**src/rtl/alu_pkg.sv**
```systemverilog
// Shared definitions for the sequential ALU blocks: operand width, FSM state
// encoding and a parameter legality helper.
package alu_pkg;

    localparam int unsigned OpWidth = 64;

    typedef enum logic [1:0] {
        StIdle,
        StRun,
        StDone
    } state_e;

    function automatic bit chunk_w_legal(input int unsigned w);
        return (w == 8) || (w == 16) || (w == 32) || (w == 64);
    endfunction

endpackage

```
**src/rtl/sub_chunk.sv**
```systemverilog
// Combinational CHUNK_W-bit slice adder: sum = a + b + cin, also exposing the
// carry into the slice MSB so the caller can derive signed overflow.
module sub_chunk #(
    parameter int unsigned CHUNK_W = 16
) (
    input  logic [CHUNK_W-1:0] a,
    input  logic [CHUNK_W-1:0] b,
    input  logic               cin,
    output logic [CHUNK_W-1:0] sum,
    output logic               cout,
    output logic               c_msb
);

    logic [CHUNK_W-1:0] low_sum;
    logic [1:0]         top_sum;

    // Low CHUNK_W-1 bits first; the extra bit of low_sum is the carry into the MSB.
    assign low_sum = {1'b0, a[CHUNK_W-2:0]} + {1'b0, b[CHUNK_W-2:0]}
                   + {{(CHUNK_W-1){1'b0}}, cin};
    assign c_msb   = low_sum[CHUNK_W-1];
    assign top_sum = {1'b0, a[CHUNK_W-1]} + {1'b0, b[CHUNK_W-1]} + {1'b0, c_msb};

    assign sum  = {top_sum[0], low_sum[CHUNK_W-2:0]};
    assign cout = top_sum[1];

endmodule

```
**src/rtl/sub_64_seq.sv**
```systemverilog
// Multi-cycle 64-bit signed subtractor, CHUNK_W bits per cycle, LSB slice first.
// Optional zero flag output is enabled by defining SUB_ZERO_FLAG_EN.
module sub_64_seq
    import alu_pkg::*;
#(
    parameter int unsigned CHUNK_W = 16
) (
    input  logic               clk,
    input  logic               rst_n,
    input  logic               start,
    input  logic [OpWidth-1:0] a,
    input  logic [OpWidth-1:0] b,
    output logic               busy,
    output logic               done,
    output logic [OpWidth-1:0] diff,
    output logic               overflow,
    output logic               borrow
`ifdef SUB_ZERO_FLAG_EN
    ,
    output logic               zero
`endif
);

    localparam int unsigned NumChunks = OpWidth / CHUNK_W;
    localparam int unsigned IdxW      = (NumChunks > 1) ? $clog2(NumChunks) : 1;
    localparam logic [IdxW-1:0] LastIdx = IdxW'(NumChunks - 1);

    if (!chunk_w_legal(CHUNK_W)) begin : g_bad_chunk_w
        $error("sub_64_seq: CHUNK_W must be 8, 16, 32 or 64");
    end

    state_e             state_q, state_d;
    logic [OpWidth-1:0] a_q, a_d;
    logic [OpWidth-1:0] b_q, b_d;
    logic [OpWidth-1:0] acc_q, acc_d;
    logic [OpWidth-1:0] diff_q, diff_d;
    logic [IdxW-1:0]    idx_q, idx_d;
    logic               carry_q, carry_d;
    logic               overflow_q, overflow_d;
    logic               borrow_q, borrow_d;
`ifdef SUB_ZERO_FLAG_EN
    logic               zacc_q, zacc_d;
    logic               zero_q, zero_d;
    logic               zero_run;
`endif

    logic [31:0]        base;
    logic [CHUNK_W-1:0] a_slice;
    logic [CHUNK_W-1:0] nb_slice;
    logic [CHUNK_W-1:0] sum;
    logic               cin;
    logic               cout;
    logic               c_msb;
    logic               last;

    assign base     = 32'(idx_q) * CHUNK_W;
    assign a_slice  = a_q[base +: CHUNK_W];
    assign nb_slice = ~b_q[base +: CHUNK_W];
    // Slice 0 gets the +1 that completes the two's-complement negation of b.
    assign cin      = (idx_q == '0) ? 1'b1 : carry_q;
    assign last     = (idx_q == LastIdx);

    sub_chunk #(
        .CHUNK_W (CHUNK_W)
    ) u_sub_chunk (
        .a     (a_slice),
        .b     (nb_slice),
        .cin   (cin),
        .sum   (sum),
        .cout  (cout),
        .c_msb (c_msb)
    );

`ifdef SUB_ZERO_FLAG_EN
    assign zero_run = ((idx_q == '0) ? 1'b1 : zacc_q) & (sum == '0);
`endif

    always_comb begin
        state_d    = state_q;
        a_d        = a_q;
        b_d        = b_q;
        acc_d      = acc_q;
        diff_d     = diff_q;
        idx_d      = idx_q;
        carry_d    = carry_q;
        overflow_d = overflow_q;
        borrow_d   = borrow_q;
`ifdef SUB_ZERO_FLAG_EN
        zacc_d     = zacc_q;
        zero_d     = zero_q;
`endif

        unique case (state_q)
            StIdle, StDone: begin
                if (start) begin
                    state_d = StRun;
                    a_d     = a;
                    b_d     = b;
                    idx_d   = '0;
                    carry_d = 1'b0;
                end else begin
                    state_d = StIdle;
                end
            end
            StRun: begin
                acc_d[base +: CHUNK_W] = sum;
                carry_d                = cout;
`ifdef SUB_ZERO_FLAG_EN
                zacc_d                 = zero_run;
`endif
                if (last) begin
                    state_d    = StDone;
                    diff_d     = acc_d;
                    overflow_d = c_msb ^ cout;
                    borrow_d   = ~cout;
`ifdef SUB_ZERO_FLAG_EN
                    zero_d     = zero_run;
`endif
                end else begin
                    idx_d = idx_q + 1'b1;
                end
            end
            default: state_d = StIdle;
        endcase
    end

    always_ff @(posedge clk or negedge rst_n) begin
        if (!rst_n) begin
            state_q    <= StIdle;
            a_q        <= '0;
            b_q        <= '0;
            acc_q      <= '0;
            diff_q     <= '0;
            idx_q      <= '0;
            carry_q    <= 1'b0;
            overflow_q <= 1'b0;
            borrow_q   <= 1'b0;
`ifdef SUB_ZERO_FLAG_EN
            zacc_q     <= 1'b0;
            zero_q     <= 1'b0;
`endif
        end else begin
            state_q    <= state_d;
            a_q        <= a_d;
            b_q        <= b_d;
            acc_q      <= acc_d;
            diff_q     <= diff_d;
            idx_q      <= idx_d;
            carry_q    <= carry_d;
            overflow_q <= overflow_d;
            borrow_q   <= borrow_d;
`ifdef SUB_ZERO_FLAG_EN
            zacc_q     <= zacc_d;
            zero_q     <= zero_d;
`endif
        end
    end

    assign busy     = (state_q == StRun);
    assign done     = (state_q == StDone);
    assign diff     = diff_q;
    assign overflow = overflow_q;
    assign borrow   = borrow_q;
`ifdef SUB_ZERO_FLAG_EN
    assign zero     = zero_q;
`endif

endmodule

```
**config.mk**
```make
export PLATFORM = sky130hd
export DESIGN_NAME = sub_64_seq
export DESIGN_NICKNAME = d
export VERILOG_FILES = /design/src/rtl/alu_pkg.sv /design/src/rtl/sub_chunk.sv /design/src/rtl/sub_64_seq.sv
export SDC_FILE = /design/constraint.sdc
export NUM_CORES = 1
export LEC_CHECK = 0
export CAP_MARGIN = 20
export CORE_MARGIN = 8
export CORE_UTILIZATION = 48
export DETAILED_ROUTE_END_ITERATION = 10
export MAX_ROUTING_LAYER = met4
export PLACE_DENSITY = 0.77
export SKIP_LAST_GASP = 1
export SYNTH_ARGS = -nofsm -noshare
export SYNTH_HDL_FRONTEND = slang
export SYNTH_HIERARCHICAL = 1
export SYNTH_SLANG_ARGS = --single-unit
```
**constraint.sdc**
```tcl
create_clock -name clk -period 4.2 [get_ports clk]
set_input_delay 0.63 -clock clk [delete_from_list [all_inputs] [get_ports clk]]
set_output_delay 0.63 -clock clk [all_outputs]
set_load 0.02 [all_outputs]
```
==> reports/qor.txt, run 1 <==
Status -> complete, no violations
Top cell type's share of synthesized area -> 54.6%
Worst hold path class -> input port to asynchronous set/reset pin
Signal arrival time at the worst endpoint -> 4.46 ns
Post-route ant nets -> 0
EDFF count, synth -> 0
Post-Syn Nets -> 1039
First-pass GRT wire length -> 47000 um
Post-layout nets -> 1220
Vias per cell -> 5.63
DP HPWL -> 21400 um
Die ar. -> 28700 um2
Critical path required time -> 4.64 ns
Initial core utilization -> 48.5%
CTS tree -> done
Post-synth top cells -> dfrtp_1 (247), mux2_2 (128), nor2_1 (77)
RSZ-0062 raised after global routing -> true
H-tree depth -> 1
Crit-path max FO -> 12
CTS root buf -> clkbuf_16
Worst flop-to-flop path endpoint -> diff[47]
Antenna violations before repair -> 1
CP max stage delay -> 0.55 ns
Total GRT Usage -> 21.3%
Clk sink count -> 247
Setup Skew -> 0.0234 ns
Routed WL -> 29700 um
Buffers on Ports -> 198
CP endpoint kind -> flip-flop
Final period utilization -> 95.8%
Met2 Resource Use GR -> 33.8%
Routed via count -> 7898
FFs w/ async S/R, synth -> 100%
Sequential area share after synthesis -> 54.6%
Setup Crit Path Kind -> flip-flop to flip-flop
Synthesized area -> 11300 um2
CP max stage cell -> dfrtp_4
Core area -> 23300 um2
Gr busiest metal -> met2
Syn_area_per_cell -> 12.8 um2
Ratio of cells with drive above 1 in the final layout -> 22.6%
Number of max-cap violations -> 0
Top cells by area, synth -> dfrtp_1 (55%), mux2_2 (13%), mux4_2 (6.4%), a22o_1 (4.0%), nor2_1 (2.6%)
Slew Viols, Final -> 0
Cell taking the most area after synthesis -> dfrtp_1
Drt drc -> 0
TritonRoute pass-1 iters -> 5
Buffers and inverters on the worst path -> 2
Internal reg-to-reg setup slack -> 0.18 ns
Worst-path clk slew -> 0.06 ns
First-iteration detailed-routing DRC count -> 707
Hold_ws -> 0.171 ns
Clk_lat worst skew -> 0.52 ns
Vias in the first global route -> 8380
# IOs -> 199
Wire per inst -> 21.1 um
Met3 Usage GRT -> 4.86%
Die Ht -> 170 um
Die W -> 170 um
Mapped Cells -> 886
FF+latch count, synth -> 247
Clock Path Buffers -> 3
Final-report setup violation count -> 0
Row count -> 56
Max Freq -> 0.249 GHz
Critical path depth in cells -> 12
CP top delay family -> compound AO/OA/AOI/OAI gates
Critical path launch point type -> flip-flop
Minimum clock period -> 4.02 ns
Crit path cell chain -> buf_4 > mux4_2 > ha_1 > a211oi_2 > nor2_1 > or4_1 > o22a_1 > a221oi_1 > fa_1 > inv_2 > a32oi_1 > a21oi_1
RR Startpoint -> idx_q[0]
CTS Hold Bufs -> 0
Distinct cell type count after synthesis -> 53
CTS buffer count -> 25
P&R area growth vs syn -> 27.5%
Hold Fails Final Rpt -> 0
Worst-Margin Slew -> 1.12 ns
Most frequent cell after synthesis -> dfrtp_1
GR Layer Usage met1 -> 27.3%
GRT overflow -> 0
Routability cong. -> 0.868
Largest net degree at the start of global routing -> 111
Top FF cell, synth -> dfrtp_1
Relative max-transition margin -> 25.1%
Synthesis Warnings -> 6
Reg2Reg Depth -> 12
## per-stage QoR
stage	setup TNS, ns	setup WS [ns]	area (um2)	utilization (%)	cells
3_3_place_gp	0	0.230	13600	58.2	1357
3_5_place_dp	0	0.0824	13600	58.2	1357
5_1_grt	-0.0311	-0.0311	14400	61.8	1402
4_1_cts	0	0.0721	14400	61.7	1399
2_1_floorplan	0	0.168	11300	-	886
6_report	0	0.178	14400	61.8	1403
## sequential cells by signal, indices dropped and copies added (netlist names)
register	flops
diff	64
overflow	1
idx_q	2
state_q	2
b_q	64
carry_q	1
a_q	64
acc_q	48
borrow	1
## cells by family (layout without fill, tap and decap cells)
logic type,after synthesis,count (layout),share of synthesized area [%]
AO/OA/AOI/OAI,193,193,12.5
multiplexers,160,160,19.1
buffers and inverters,112,308,4.64
adder cells (fa/ha/maj),22,22,2.63
other,0,2,0
XOR/XNOR,11,11,0.851
AND/OR/NAND/NOR,141,141,5.67
flip-flops,247,247,54.6
## worst register-to-register path: stages, from the launching register on
cell      delay (ns)
dfrtp_4         0.55
buf_4           0.16
mux4_2          0.51
ha_1            0.39
a211oi_2        0.25
nor2_1          0.10
or4_1           0.42
o22a_1          0.26
a221oi_1        0.40
fa_1            0.51
inv_2           0.14
a32oi_1         0.11
a21oi_1         0.18
## worst max-delay path by stage
| stage | startpoint | to | slack, ns |
|---|---|---|---|
| after global placement | idx_q[0] | diff[31] | 0.23 |
| after CTS | idx_q[0] | diff[47] | 0.07 |
| after global routing | idx_q[0] | diff[31] | -0.03 |
| after detailed placement | idx_q[0] | diff[47] | 0.08 |
| after floorplan | idx_q[0] | diff[31] | 0.17 |
| final | idx_q[0] | diff[47] | 0.18 |
## placed cells by master (no fill, tap or decap), types with 25 or more instances in the layout
cell,count
nand2_1,36
a32oi_1,28
clkbuf_16,25
inv_1,33
clkdlybuf4s50_1,197
nor2_1,77
dfrtp_1,245
buf_4,30
mux2_2,128
mux4_2,32
a21oi_1,48
a22o_1,52
## what timing repair did
item / in CTS / in global routing
setup buffers: 0 / 2
endpoints found under the setup margin: 0 / 11
gates resized for setup: 0 / 3
## per-layer routing
layer / vias up / wire (um)
met4: 0 / 688
li1: 3579 / -
met1: 3959 / 12400
met2: 312 / 14300
met5: - / 0
met3: 48 / 2340
## cell type report
cell class / count / area (um2)
fillers: 1822 / 8900
flip-flops and latches: 247 / 6190
multi-input cells: 527 / 4630
repair buffers: 231 / 2270
clock buffers: 32 / 652
well taps: 319 / 399
clock inverters: 10 / 156
inverters: 35 / 131
diodes: 2 / 5.00
Power of run 1 is not shown: default switching activity piles up to over one toggle a cycle in this logic, so the estimate is an artifact.
==> run 2: changes to the inputs <==
PLACE_DENSITY = 0.76   (was 0.77)
SYNTH_HIERARCHICAL = not set   (was 1)
==> run 2 against run 1 <==
Net effect:
- highest routed layer unchanged
- register-to-register slack better by 0.18 ns
- synthesized cell count up 5.3%
- via count up 5.5%
- synthesized area up 4.0%
- critical endpoint is now diff[63]
==> reports/qor.txt, run 2 <==
RR Startpoint -> idx_q[0]
Routability cong. -> 0.874
Signal arrival time at the worst endpoint -> 4.25 ns
Clock Path Buffers -> 3
Cts repair resizes -> 0
Top cell type's share of synthesized area -> 55.9%
# IOs -> 199
Row count -> 57
Post-Syn Nets -> 1087
Crit. Startpoint -> idx_q[0]
CTS Hold Bufs -> 0
Setup Skew -> 0.00987 ns
FF+latch count, synth -> 263
TritonRoute pass-1 iters -> 5
Synthesis Warnings -> 0
First-pass GRT wire length -> 49600 um
Minimum clock period -> 3.84 ns
EDFF count, synth -> 0
Total GRT Usage -> 21.1%
Top FF cell, synth -> dfrtp_1
Worst-Margin Slew -> 1.05 ns
Drt drc -> 0
Leading cell types in the layout, fill and taps excluded -> dfrtp_1 (261), clkdlybuf4s50_1 (197), mux2_2 (128), nor2_1 (90), o21ai_0 (45)
Post-route ant nets -> 0
Buffers on Ports -> 198
Crit-path max FO -> 26
Clk_lat worst skew -> 0.53 ns
CTS root buf -> clkbuf_16
Slew Viols, Final -> 0
Buffers and inverters on the worst path -> 1
Distinct cell type count after synthesis -> 45
Cell taking the most area after synthesis -> dfrtp_1
Final-report setup violation count -> 0
Setup TNS -> 0 ns
Critical path launch point type -> flip-flop
CTS tree -> done
Synthesized area -> 11800 um2
Reg2Reg Depth -> 10
Routed WL -> 30800 um
Critical path depth in cells -> 10
Critical path required time -> 4.61 ns
Hold Fails Final Rpt -> 0
Number of max-cap violations -> 0
Worst setup margin -> 0.356 ns
Routed via count -> 8332
Antenna violations before repair -> 1
P&R area growth vs syn -> 27.1%
GRT overflow -> 0
CP top delay family -> compound AO/OA/AOI/OAI gates
Worst hold path class -> input port to asynchronous set/reset pin
RSZ-0062 raised after global routing -> false
Max Freq -> 0.260 GHz
Relative max-transition margin -> 29.2%
First-iteration detailed-routing DRC count -> 762
Die W -> 173 um
Clk sink count -> 263
Initial core utilization -> 48.7%
Wire per inst -> 21.1 um
Worst flop-to-flop path endpoint -> diff[63]
H-tree depth -> 1
Setup Crit Path Kind -> flip-flop to flip-flop
CTS buffer count -> 27
Setup WS pre-CTS -> 0.411 ns
Vias in the first global route -> 8845
FFs w/ async S/R, synth -> 100%
Post-layout nets -> 1270
Sequential area share after synthesis -> 55.9%
CP max stage delay -> 0.62 ns
Setup Fix Bufs, Post-CTS -> 0
Internal reg-to-reg setup slack -> 0.36 ns
Final period utilization -> 91.5%
Status -> complete, no violations
Ratio of cells with drive above 1 in the final layout -> 20.0%
Vias per cell -> 5.71
Commonest non-fill, non-tap cell in the layout -> dfrtp_1
Largest net degree at the start of global routing -> 105
Core area -> 24200 um2
Post-synth top cells -> dfrtp_1 (263), mux2_2 (128), nor2_1 (90)
Die ar. -> 29800 um2
CP max stage cell -> fa_1
Die Ht -> 173 um
Setup crit end -> diff[63]
Worst-path clk slew -> 0.06 ns
DP HPWL -> 22100 um
Top cells by area, synth -> dfrtp_1 (56%), mux2_2 (12%), mux4_2 (6.1%), a22o_1 (3.1%), a221oi_1 (3.0%)
CP endpoint kind -> flip-flop
Crit path cell chain -> buf_12 > mux4_2 > ha_1 > a21oi_1 > o211a_1 > o211ai_1 > a31o_2 > fa_1 > a221oi_1 > nor2_1
Mapped Cells -> 933
Most frequent cell after synthesis -> dfrtp_1
Syn_area_per_cell -> 12.6 um2
-- run 2: worst min-delay path by stage --
| stage | end | slack, ns | cells after the start |
|---|---|---|---|
| 3_3_place_gp | acc_q[46] | 0.45 | 2 |
| 5_1_grt | diff[45] | 0.07 | 1 |
| 6_report | diff[45] | 0.04 | 1 |
| 2_1_floorplan | a_q[0] | 0.33 | 0 |
| 4_1_cts | diff[45] | 0.06 | 1 |
| 3_5_place_dp | acc_q[45] | 0.47 | 2 |
-- run 2: cells by family (layout without fill, tap and decap cells) --
| family | after synthesis | count (layout) | synth area share (%) |
|---|---|---|---|
| flops | 263 | 263 | 55.9 |
| compound gates | 196 | 196 | 11.9 |
| simple gates | 184 | 184 | 6.87 |
| mux | 160 | 160 | 18.4 |
| buf+inv | 95 | 295 | 3.32 |
| fa+ha+maj | 23 | 23 | 2.64 |
| xor+xnor | 12 | 12 | 0.957 |
| other cells | 0 | 1 | 0 |
-- run 2: final cells by class --
cell class,count,area [um2]
sequential,263,6580
multi-input combinational,575,4810
clock buffer,41,768
fill,1867,9220
clock inverter,5,77.6
inverter,32,120
timing repair buffer,217,2190
tap,324,405
antenna,1,2.50
-- run 2: metal layers --
layer,GRT usage [%],wire [um],vias up
li1,-,-,3769
met1,27.3,13100,4211
met2,33.5,15000,292
met3,4.20,1850,60
met4,5.62,850,0
met5,-,0,-
-- run 2: worst reg2reg max path, delay by kind of cell, from the launching register on --
family                     cells  cell delay (ns)
AOI/OAI and AO/OA              5             1.31
adders and majority gates      2             1.00
buffers and inverters          1             0.28
DFF                            1             0.50
muxes                          1             0.57
and+or+nand+nor                1             0.08
-- run 2: per-stage QoR --
step	hold WS, ns	cells	utilization (%)	instance area (um2)
after floorplan	0.334	933	-	11800
after global placement	0.455	1411	58.4	14100
after detailed placement	0.465	1411	58.4	14100
after CTS	0.0568	1457	61.8	15000
after global routing	0.0666	1458	61.9	15000
final	0.0361	1458	61.9	15000
Power of run 2 is left out for the same reason.
==> run 3: changes to the inputs <==
CORE_MARGIN = not set   (was 8)
==> run 3 against run 2 <==
Net effect:
- die area down 16%
- setup slack gained 0.015 ns
- register-to-register slack barely moved
- non-clock buffer count up 6
- routed wire length fell by 4.2%
- flip-flop and latch count did not move
- cell area grew 0.64%
- via count is 0.32% higher
- critical path depth grew 2
- final cell count increased by 0.27%
- highest routed layer unchanged
==> reports/qor.txt, run 3 (synthesis gave the netlist of run 2 again) <==
CTS Hold Bufs -> 0
Final-report setup violation count -> 0
Relative max-transition margin -> 34.0%
Initial core utilization -> 49.5%
Setup Crit Path Kind -> flip-flop to flip-flop
CP endpoint kind -> flip-flop
Die ar. -> 25100 um2
P&R area growth vs syn -> 27.9%
Minimum clock period -> 3.83 ns
First-pass GRT wire length -> 47300 um
Vias in the first global route -> 8638
Clk sink count -> 263
Slew Viols, Final -> 0
Fillers -> 1823
RSZ-0062 raised after global routing -> false
Layout Utilization -> 63.4%
Routed WL -> 29500 um
Crit-path max FO -> 14
Critical path launch point type -> flip-flop
Status -> complete, no violations
Die W -> 159 um
Clk_lat worst skew -> 0.53 ns
Worst setup margin -> 0.371 ns
Met2 Resource Use GR -> 40.9%
H-tree depth -> 1
Post-route ant nets -> 0
Setup Skew -> 0.00764 ns
Total GRT Usage -> 25.3%
Worst flop-to-flop path endpoint -> diff[8]
Commonest non-fill, non-tap cell in the layout -> dfrtp_1
Buffers on Ports -> 198
# IOs -> 199
Die Ht -> 159 um
CTS buffer count -> 27
Max Freq -> 0.261 GHz
Final period utilization -> 91.2%
Vias per cell -> 5.72
Wire per inst -> 20.2 um
Worst-Margin Slew -> 0.986 ns
Post-layout nets -> 1276
Gr busiest metal -> met2
CTS tree -> done
Setup TNS -> 0 ns
Drt drc -> 0
GR Layer Usage met1 -> 31.6%
CTS root buf -> clkbuf_16
Core area -> 23800 um2
Hold Fails Final Rpt -> 0
Reg2Reg Depth -> 12
Leading cell types in the layout, fill and taps excluded -> dfrtp_1 (261), clkdlybuf4s50_1 (197), mux2_2 (128), nor2_1 (90), o21ai_0 (45)
Internal reg-to-reg setup slack -> 0.37 ns
TritonRoute pass-1 iters -> 5
Signal arrival time at the worst endpoint -> 4.27 ns
Critical path required time -> 4.64 ns
Number of max-cap violations -> 0
Row count -> 56
First-iteration detailed-routing DRC count -> 606
GRT overflow -> 0
Routed via count -> 8359
Worst hold path class -> input port to asynchronous set/reset pin
Largest net degree at the start of global routing -> 106
DP HPWL -> 20600 um
Routability cong. -> 0.834
Worst-path clk slew -> 0.06 ns
Antenna violations before repair -> 2
Setup WS pre-CTS -> 0.238 ns
Ratio of cells with drive above 1 in the final layout -> 21.2%
RR Startpoint -> idx_q[0]
Met3 Usage GRT -> 6.40%
Clock Path Buffers -> 3
[run 3: area by class of cell]
class                   instances  area (um2)  share of cell area [%]
diodes                          2        5.00                  0.0333
repair buffers                223        2260                    15.0
clock inverters                 7        38.8                   0.258
multi-input cells             575        4810                    31.9
flip-flops and latches        263        6590                    43.8
clock buffers                  41         838                    5.57
inverters                      32         120                   0.798
well taps                     319         399                    2.65
[run 3: worst max path at each step]
| stage | start | end | slack (ns) |
|---|---|---|---|
| after floorplan | idx_q[1] | diff[15] | 0.36 |
| after global placement | idx_q[0] | diff[31] | 0.32 |
| after detailed placement | idx_q[0] | diff[47] | 0.24 |
| after CTS | idx_q[0] | diff[47] | 0.24 |
| after global routing | idx_q[0] | diff[24] | 0.04 |
| final | idx_q[0] | diff[8] | 0.37 |
[run 3: metrics by stage]
step | cell area, um2 | cells | hold slack (ns)
floorplan | 11800 | 933 | 0.334
global placement | 14100 | 1411 | 0.455
detailed placement | 14100 | 1411 | 0.465
CTS | 15000 | 1459 | 0.186
global route | 15100 | 1462 | 0.226
finish | 15100 | 1462 | 0.155
[run 3: repair_timing]
item	4_1_cts	5_1_grt
gates resized for setup	0	1
setup buffers	0	0
setup endpoints to repair	0	5
[run 3: worst max-delay path, cell delays in order, from the launching register on]
cell and delay [ns]:
dfrtp_4 0.60, inv_1 0.19, ha_1 0.29, or2_2 0.33
fa_1 0.41, fa_1 0.42, a21oi_1 0.26, o21ai_1 0.11
a2111oi_0 0.42, nor3_1 0.13, xnor2_1 0.15, buf_4 0.18
o31ai_1 0.24
[run 3: routing by layer]
metal | part of all wire (%) | vias up | wire (um)
li1 | - | 3783 | -
met1 | 40 | 4169 | 11800
met2 | 49 | 354 | 14500
met3 | 8.0 | 53 | 2360
met4 | 2.8 | 0 | 837
met5 | 0 | - | 0
Power of run 3 is left out for the same reason.
